--- src/rtl/phase_acc_if.sv ---
// -----------------------------------------------------------------------------
// phase_acc_if
//   Bundles the frequency-word handshake, the oscillator sync input and the
//   ramp-address output stream of the phase accumulator.
//
//   Signals (names as seen from the accumulator):
//     i_freq_word   ACC_W   phase increment offered by the control front end
//     i_freq_valid  1       frequency word offered
//     o_freq_ready  1       accumulator can accept a frequency word
//     i_sync        1       hard phase reset (oscillator sync), level
//     o_addr        ADDR_W  ramp address to the waveform block
//     o_addr_valid  1       one-cycle strobe, o_addr updated this cycle
//     o_wrap        1       one-cycle strobe on accumulator carry-out
//
//   Modports:
//     slave   - the phase accumulator itself
//     master  - the surrounding system (front end + waveform consumer)
// -----------------------------------------------------------------------------
interface phase_acc_if #(
  parameter int ACC_W  = 32,
  parameter int ADDR_W = 16
);
  logic [ACC_W-1:0]  i_freq_word;
  logic              i_freq_valid;
  logic              o_freq_ready;
  logic              i_sync;
  logic [ADDR_W-1:0] o_addr;
  logic              o_addr_valid;
  logic              o_wrap;

  modport slave (
    input  i_freq_word,
    input  i_freq_valid,
    input  i_sync,
    output o_freq_ready,
    output o_addr,
    output o_addr_valid,
    output o_wrap
  );

  modport master (
    output i_freq_word,
    output i_freq_valid,
    output i_sync,
    input  o_freq_ready,
    input  o_addr,
    input  o_addr_valid,
    input  o_wrap
  );
endinterface

--- src/rtl/phase_acc.sv ---
// -----------------------------------------------------------------------------
// phase_acc
//   Sample-rate phase accumulator (NCO). Once every DIV system clocks the
//   accumulator advances by the active frequency word; the top ADDR_W bits are
//   presented as a ramp address with a one-cycle valid strobe, and a wrap
//   strobe flags the accumulator carry-out.
//
//   Ports:
//     i_clk   system clock, all logic on posedge
//     i_rst   synchronous reset, active-high
//     bus     phase_acc_if.slave: frequency handshake, sync, address stream
//
//   Parameters:
//     ACC_W   accumulator width
//     ADDR_W  output address width (top bits of the accumulator)
//     DIV     system clocks per sample tick (>= 2)
// -----------------------------------------------------------------------------
module phase_acc #(
  parameter int ACC_W  = 32,
  parameter int ADDR_W = 16,
  parameter int DIV    = 1024
) (
  input  logic            i_clk,
  input  logic            i_rst,
  phase_acc_if.slave      bus
);

  localparam int CNT_W = $clog2(DIV);

  typedef enum logic {
    IDLE = 1'b0,   // no word pending, ready to accept
    PEND = 1'b1    // word held until the next sample tick
  } state_t;

  // ---------------------------------------------------------------------------
  // State
  // ---------------------------------------------------------------------------
  logic [CNT_W-1:0]  div_cnt_q;
  logic [ACC_W-1:0]  acc_q;
  logic [ACC_W-1:0]  freq_reg_q;
  logic [ACC_W-1:0]  pending_q;
  state_t            state_q;
  logic              ready_q;
  logic [ADDR_W-1:0] addr_q;
  logic              addr_valid_q;
  logic              wrap_q;

  // ---------------------------------------------------------------------------
  // Next-state datapath
  // ---------------------------------------------------------------------------
  logic              tick;
  logic              advance;
  logic [ACC_W-1:0]  eff_word;
  logic [CNT_W-1:0]  div_cnt_d;
  logic [ACC_W-1:0]  acc_d;
  logic              carry_d;

  // NOTE: every signal assigned in always_comb gets a default on entry so no
  // path leaves it unassigned, which would otherwise infer a latch.
  always_comb begin
    tick      = 1'b0;
    advance   = 1'b0;
    eff_word  = freq_reg_q;
    div_cnt_d = div_cnt_q + CNT_W'(1);
    acc_d     = acc_q;
    carry_d   = 1'b0;

    tick = (div_cnt_q == CNT_W'(DIV - 1));
    if (tick) begin
      div_cnt_d = '0;
    end

    // Sync overrides a coincident tick: no add, no strobe, no word transfer.
    advance = tick && !bus.i_sync;

    // A pending word takes effect on the very tick that transfers it.
    if (state_q == PEND) begin
      eff_word = pending_q;
    end

    {carry_d, acc_d} = {1'b0, acc_q} + {1'b0, eff_word};
  end

  // ---------------------------------------------------------------------------
  // Accumulator, tick divider and registered address outputs
  // ---------------------------------------------------------------------------
  // NOTE: sequential state is written only with non-blocking assignments so
  // every register samples the pre-edge values of the others.
  always_ff @(posedge i_clk) begin
    if (i_rst) begin
      div_cnt_q    <= '0;
      acc_q        <= '0;
      addr_q       <= '0;
      addr_valid_q <= 1'b0;
      wrap_q       <= 1'b0;
    end else if (bus.i_sync) begin
      // Restarting the divider makes the first post-sync tick land DIV
      // clocks after sync is released.
      div_cnt_q    <= '0;
      acc_q        <= '0;
      addr_q       <= '0;
      addr_valid_q <= 1'b0;
      wrap_q       <= 1'b0;
    end else begin
      div_cnt_q <= div_cnt_d;
      if (tick) begin
        acc_q        <= acc_d;
        addr_q       <= acc_d[ACC_W-1 -: ADDR_W];
        addr_valid_q <= 1'b1;
        wrap_q       <= carry_d;
      end else begin
        addr_valid_q <= 1'b0;
        wrap_q       <= 1'b0;
      end
    end
  end

  // ---------------------------------------------------------------------------
  // Frequency-word handshake FSM
  //   ready_q is registered: it stays low for the first cycle after reset and
  //   rises the cycle after a pending word is consumed.
  // ---------------------------------------------------------------------------
  always_ff @(posedge i_clk) begin
    if (i_rst) begin
      state_q    <= IDLE;
      ready_q    <= 1'b0;
      pending_q  <= '0;
      freq_reg_q <= '0;
    end else begin
      unique case (state_q)
        IDLE: begin
          if (bus.i_freq_valid && ready_q) begin
            // A word captured on a tick edge is only used from the next tick,
            // since this tick's add already read freq_reg_q.
            pending_q <= bus.i_freq_word;
            state_q   <= PEND;
            ready_q   <= 1'b0;
          end else begin
            ready_q   <= 1'b1;
          end
        end
        PEND: begin
          // Offers are ignored here; the held word is never overwritten.
          if (advance) begin
            freq_reg_q <= pending_q;
            state_q    <= IDLE;
            ready_q    <= 1'b1;
          end
        end
        default: begin
          state_q <= IDLE;
          ready_q <= 1'b0;
        end
      endcase
    end
  end

  // ---------------------------------------------------------------------------
  // Outputs
  // ---------------------------------------------------------------------------
  assign bus.o_freq_ready = ready_q;
  assign bus.o_addr       = addr_q;
  assign bus.o_addr_valid = addr_valid_q;
  assign bus.o_wrap       = wrap_q;

endmodule

--- src/flat_wrapper.sv ---
// flat-port wrapper written by rule: the top's interface ports become plain ports
module phase_acc_flat 
#(
  parameter int ACC_W  = 32,
  parameter int ADDR_W = 16,
  parameter int DIV    = 1024
)
  (i_clk, i_rst, bus_i_freq_word, bus_i_freq_valid, bus_i_sync, bus_o_freq_ready, bus_o_addr, bus_o_addr_valid, bus_o_wrap);
  phase_acc_if #(.ACC_W(ACC_W), .ADDR_W(ADDR_W)) bus_i ();
  input  logic i_clk;
  input  logic i_rst;
  input wire logic [$bits(bus_i.i_freq_word)-1:0] bus_i_freq_word;
  input wire logic [$bits(bus_i.i_freq_valid)-1:0] bus_i_freq_valid;
  input wire logic [$bits(bus_i.i_sync)-1:0] bus_i_sync;
  output wire logic [$bits(bus_i.o_freq_ready)-1:0] bus_o_freq_ready;
  output wire logic [$bits(bus_i.o_addr)-1:0] bus_o_addr;
  output wire logic [$bits(bus_i.o_addr_valid)-1:0] bus_o_addr_valid;
  output wire logic [$bits(bus_i.o_wrap)-1:0] bus_o_wrap;
  assign bus_i.i_freq_word = bus_i_freq_word;
  assign bus_i.i_freq_valid = bus_i_freq_valid;
  assign bus_i.i_sync = bus_i_sync;
  assign bus_o_freq_ready = bus_i.o_freq_ready;
  assign bus_o_addr = bus_i.o_addr;
  assign bus_o_addr_valid = bus_i.o_addr_valid;
  assign bus_o_wrap = bus_i.o_wrap;
  phase_acc #(.ACC_W(ACC_W), .ADDR_W(ADDR_W), .DIV(DIV)) u_core (.i_clk(i_clk), .i_rst(i_rst), .bus(bus_i));
endmodule
--- config.mk ---
export PLATFORM = sky130hd
export DESIGN_NAME = phase_acc_flat
export DESIGN_NICKNAME = d
export VERILOG_FILES = /design/src/rtl/phase_acc_if.sv /design/src/rtl/phase_acc.sv /design/src/flat_wrapper.sv
export SDC_FILE = /design/constraint.sdc
export NUM_CORES = 1
export LEC_CHECK = 0
export CORE_UTILIZATION = 30
export CTS_CLUSTER_SIZE = 24
export DETAILED_ROUTE_END_ITERATION = 7
export GPL_ROUTABILITY_DRIVEN = 0
export HOLD_SLACK_MARGIN = 0.02
export SLEW_MARGIN = 20
export SYNTH_ARGS = -nofsm -noshare
export SYNTH_HDL_FRONTEND = slang
export SYNTH_SLANG_ARGS = --single-unit
--- constraint.sdc ---
create_clock -name i_clk -period 6.15 [get_ports i_clk]
set_input_delay 1.5375 -clock i_clk [delete_from_list [all_inputs] [get_ports i_clk]]
set_output_delay 1.5375 -clock i_clk [all_outputs]
set_load 0.01 [all_outputs]
== After elaboration in Yosys (flattened, before gate mapping) ==
Index checks and enable logic that the tools add are counted.

* Output and inout bits: 19
* Register bits: 126
* Input bits: 36
* Logic and storage cells: 31

* Reductions and logical operators: 8
* Bitwise gates (word level): 2
* Multiplexer cells: 8
* Equality and inequality tests: 2
* $add $sub $neg: 2

{| class="wikitable"
|+ Operators with widths
! cell !! number
|-
| adder 32 x 32 -> 33 bit || 1
|-
| two-way mux 32 bit || 1
|-
| adder 10 x 1 -> 10 bit, second input constant || 1
|-
| equality test 10 bit, second input constant || 1
|-
| OR reduction 3 bit || 2
|-
| two-way mux 1 bit || 5
|-
| case mux 1 bit (2 select lines) || 2
|-
| AND reduction 2 bit || 2
|-
| logical AND 1 bit || 2
|-
| != test 2 bit, second input constant || 1
|-
| NOT 1 bit || 2
|-
| OR reduction 2 bit || 1
|-
| zero test 1 bit || 1
|}

== Depth between registers and ports, before layout ==
* Word-level depth: 4
* Gate-level depth with buffers: 13
* Depth with buffers taken out: 11

== Worst setup path after synthesis ==
OpenSTA, ideal clock, no wires.

* Path kind: reg-to-reg
* Start: register u_core.state_q
* End: register u_core.acc_q[13]
* Path buffers: 2
* Required time: 6.033 ns
* Stages on the path, launching flop included: 13
* Path slack: 2.790 ns
* Period minus slack after synthesis: 3.360 ns
* Setup time: 0.117 ns
* Data arrival time: 3.243 ns
* Cells stage by stage: dfxtp_1 > clkbuf_1 > buf_1 > mux2_2 > ha_1 > a21o_1 > a31oi_1 > a21boi_1 > a221o_1 > a311o_1 > a21oi_1 > xor2_1 > o21ai_1

* Word-level cells in the longest chain between the ends: 2

{| class="wikitable"
|+ Ends and longest elaborated chain
! what !! RTL line !! RTL
|-
| start: declaration || phase_acc.sv:42 || <nowiki>state_t state_q;</nowiki>
|-
| start signal: assignment || phase_acc.sv:125 || <nowiki>state_q <= IDLE;</nowiki>
|-
| start signal: assignment || phase_acc.sv:136 || <nowiki>state_q <= PEND;</nowiki>
|-
| start signal: assignment || phase_acc.sv:146 || <nowiki>state_q <= IDLE;</nowiki>
|-
| two-way mux 32 bit || phase_acc.sv:77 || <nowiki>if (state_q == PEND) begin</nowiki>
|-
| adder 32 x 32 -> 33 bit || phase_acc.sv:81 || <nowiki>{carry_d, acc_d} = {1'b0, acc_q} + {1'b0, eff_word};</nowiki>
|-
| end signal: assignment || phase_acc.sv:92 || <nowiki>acc_q <= '0;</nowiki>
|-
| end signal: assignment || phase_acc.sv:100 || <nowiki>acc_q <= '0;</nowiki>
|-
| end signal: assignment || phase_acc.sv:107 || <nowiki>acc_q <= acc_d;</nowiki>
|-
| end: declaration || phase_acc.sv:39 || <nowiki>logic [ACC_W-1:0] acc_q;</nowiki>
|}

Every way passes these cells.
A chain may end at the register's enable or synchronous reset.

== Worst setup path after layout ==
* Start: register u_core.state_q
* End: register u_core.wrap_q (netlist: u_core.bus.o_wrap)

* Word-level cells in the longest chain between the ends: 2

{| class="wikitable"
|+ Ends and longest elaborated chain
! what !! RTL line !! RTL
|-
| two-way mux 32 bit || phase_acc.sv:77 ||
|-
| adder 32 x 32 -> 33 bit || phase_acc.sv:81 ||
|-
| end signal: assignment || phase_acc.sv:110 || <nowiki>wrap_q <= carry_d;</nowiki>
|-
| end: declaration || phase_acc.sv:46 || <nowiki>logic wrap_q;</nowiki>
|}

Every way passes these cells.

==> impl_metrics.json <==
{
  "arrival_ps": 4370,
  "synth_simple_gate_area_share_pct": 19.20,
  "hp-class": "flop to flop",
  "drv_cap": 0,
  "yosysWarnings": 0,
  "instances_no_fill": 1029,
  "critPathRequiredTime_ps": 6450,
  "grt_pass1_wl_mm": 24.83,
  "synth_top_family_by_area": "compound AO/OA/AOI/OAI gates",
  "min_period_ps": 4072,
  "max_slew.worst_pin.slew_ps": 806.0,
  "finalPower_mw": 1.430,
  "path_max_fanout": 20,
  "rows": 51,
  "leakage_nw": 2.524,
  "preCtsSetupSlack_ps": 2127,
  "finalCritPeriodShare_pct": 66.21,
  "overflow": 0,
  "drive_gt1_share_pct": 9.162,
  "die_y_um": 143.4,
  "port_buffers": 54,
  "synth_seq_cells": 110,
  "die-width_um": 143.4,
  "tns_ps": 0,
  "hold_ws_ps": 453.4,
  "syn_avg_cell_area_um2": 8.059,
  "die-area_um2": 20560,
  "wl_per_cell_um": 14.53,
  "syn-num-nets": 814,
  "fin_nets": 829,
  "clockRootBuffer": "clkbuf_16",
  "core_area_um2": 19530,
  "async_flop_share_pct": 0,
  "max_stage_delay_ps": 850,
  "syn-cell-area_um2": 5996,
  "grt_pass1_vias": 4847,
  "cp-end-kind": "flop",
  "maxSlewViolCount": 0,
  "setup_violations": 0,
  "worstHoldPathCells": 2,
  "drtIter0Drc": 331,
  "rr_worst_depth": 11,
  "status": "finished clean",
  "synth_top_cell_by_area": "dfxtp_1",
  "peakVddDrop_v": 0.0001282,
  "clk_latency_ps": 370,
  "drc": 0,
  "cts_setup_buffers": 0,
  "hold_viol": 0,
  "startpoint_type": "flop",
  "cts_max_path_buffers": 2,
  "drt_wl_total_mm": 14.96,
  "clockPowerShare_pct": 42.4,
  "holdBufCountCts": 0,
  "initial_core_util_pct": 30.71,
  "synth_top_area_share_pct": 36.73,
  "p_switching_uw": 342.5,
  "area_growth_pct": 14.98,
  "cts.sink_count": 110,
  "ios": 55,
  "ys_types": 60,
  "p_int_mw": 1.088,
  "dpl_cell_area_um2": 6595,
  "antenna_found_initial": 0,
  "vias_per_cell": 4.933,
  "grt_max_degree": 69,
  "power.switching_fraction_pct": 23.95,
  "path_clk_slew_ps": 80,
  "synth_xor_xnor_area_share_pct": 4.967,
  "h-tree-depth": 3,
  "relSlewSlack_pct": 46.11,
  "seq_area_frac_synth_pct": 36.73,
  "fin_util_pct": 35.31,
  "synth_mux_area_share_pct": 6.177,
  "fmax_mhz": 245.6,
  "path_class": "flop to flop",
  "rsz0062_at_grt": "false",
  "skew_ps": 18.05,
  "fin_ws_ps": 2078,
  "fin_area_um2": 6894,
  "grt_usage_pct": 15.71,
  "dp_hpwl_mm": 10.73,
  "cts_tree": "yes",
  "crit_path_cell_trace": "buf_4 > mux2_2 > ha_1 > a21o_1 > a311o_2 > o2111ai_2 > a2111oi_4 > nor3_2 > o41ai_2 > nand4_1 > a21oi_1",
  "netlist_top_cells_area": "dfxtp_1 37%, nand2_1 12%, a21oi_1 8.7%",
  "synth-edff-count": 0,
  "firstDrtPassIters": 5,
  "n_antenna_cell": 0,
  "cts.repair.resized": 0,
  "synthFlopType": "dfxtp_1",
  "syn_inst": 744,
  "cts_buffers": 9,
  "synth_compound_area_share_pct": 19.80,
  "power_frac_comb_pct": 6.0,
  "vias": 5076,
  "p_seq_share_pct": 51.5,
  "slowest_stage": "dfxtp_1",
  "ant_nets": 0,
  "power_density_nw_per_um2": 207.5,
  "synth-adder-area-share_pct": 7.220,
  "dpl.cell_count": 1013
}
==> worst paths after layout <==
path                          end            startpoint  slack [ps]
max reg2reg     u_core.bus.o_wrap        u_core.state_q        2080
min          u_core.freq_reg_q[9]  u_core.freq_reg_q[9]         450
max             u_core.bus.o_wrap        u_core.state_q        2080
min reg2reg  u_core.freq_reg_q[9]  u_core.freq_reg_q[9]         450
==> flip-flops by register name (all words and copies together) (netlist names) <==
name                     count
u_core.freq_reg_q           32
u_core.pending_q            32
u_core.acc_q                31
u_core.div_cnt_q            10
u_core.bus.o_addr            1
u_core.bus.o_addr_valid      1
u_core.bus.o_freq_ready      1
u_core.bus.o_wrap            1
u_core.state_q               1
==> worst max-delay path: cells and delay by family, from the launching register on <==
family | cells | cell delay, ps
compound gates | 6 | 1740
flops | 1 | 850
buf+inv | 1 | 400
mux | 1 | 380
fa+ha+maj | 1 | 340
simple gates | 2 | 300
==> Yosys cell counts, drive strengths merged, types with 5 or more instances <==
master / number
ha: 33
a21oi: 104
mux2: 32
nand2b: 5
inv: 9
buf: 24
nand2: 189
a21o: 10
nand3: 15
xor2: 11
nand4: 7
a211oi: 5
xnor2: 23
clkbuf: 32
dfxtp: 110
o21ai: 35
nor2: 29
nor3: 6
a31oi: 7
==> cell usage in the layout, fill, tap and decap left out, types with 2 or more instances in the layout <==
| cell | Yosys | routed |
|---|---|---|
| nor2b_1 | 2 | 2 |
| and3_1 | 4 | 4 |
| xor2_1 | 11 | 11 |
| or2_2 | 4 | 4 |
| a31o_2 | 3 | 3 |
| clkbuf_1 | 31 | 2 |
| a31oi_1 | 7 | 7 |
| xnor2_1 | 23 | 23 |
| inv_1 | 9 | 9 |
| o21ai_0 | 31 | 31 |
| a21o_1 | 10 | 10 |
| nor2_1 | 29 | 29 |
| nand4_1 | 7 | 7 |
| nand3_1 | 15 | 15 |
| dfxtp_1 | 110 | 110 |
| o31ai_1 | 4 | 4 |
| o311ai_0 | 2 | 2 |
| nor3_1 | 5 | 5 |
| a211oi_1 | 5 | 5 |
| a211o_1 | 2 | 2 |
| ha_1 | 33 | 33 |
| o21bai_1 | 3 | 3 |
| buf_4 | 18 | 7 |
| o21a_1 | 4 | 4 |
| mux2_2 | 32 | 32 |
| clkbuf_16 | 0 | 9 |
| and2_1 | 3 | 3 |
| nand4b_1 | 2 | 2 |
| clkdlybuf4s50_1 | 0 | 53 |
| nand2b_1 | 5 | 5 |
| o21ai_1 | 4 | 4 |
| nand2_1 | 189 | 189 |
| a21oi_1 | 104 | 104 |
==> logic make-up (layout without fill, tap and decap cells) <==
logic type,Yosys count,count (layout)
mux,33,33
simple gates,272,272
xor+xnor,34,34
compound gates,195,195
flops,110,110
fa+ha+maj,34,34
buf+inv,66,86
==> layer usage <==
metal / vias to the layer above / share of wire, % / track usage [%]
li1: 2598 / - / -
met5: - / 0 / 0
met4: 0 / 3.0 / 7.335
met3: 23 / 4.8 / 3.432
met1: 2334 / 49 / 20.77
met2: 121 / 44 / 24.27
==> cell type report <==
type	instances	area, µm²
flip-flops and latches	110	2202
clock buffers	11	232.7
well taps	265	331.6
repair buffers	61	588.1
inverters	9	33.78
fillers	2079	12630
clock inverters	5	66.31
multi-input cells	568	3440
==> power by group through the flow <==
stage	combinational, mW	sequential (mW)	clock [mW]
6_report	0.0865	0.737	0.607
5_1_grt	0.0967	0.740	0.651
4_1_cts	0.0881	0.737	0.626
3_5_place_dp	0.0876	0.754	0
3_3_place_gp	0.0871	0.754	0
2_1_floorplan	0.0521	0.748	0
Note: power is estimated with default switching activity, not from simulation.
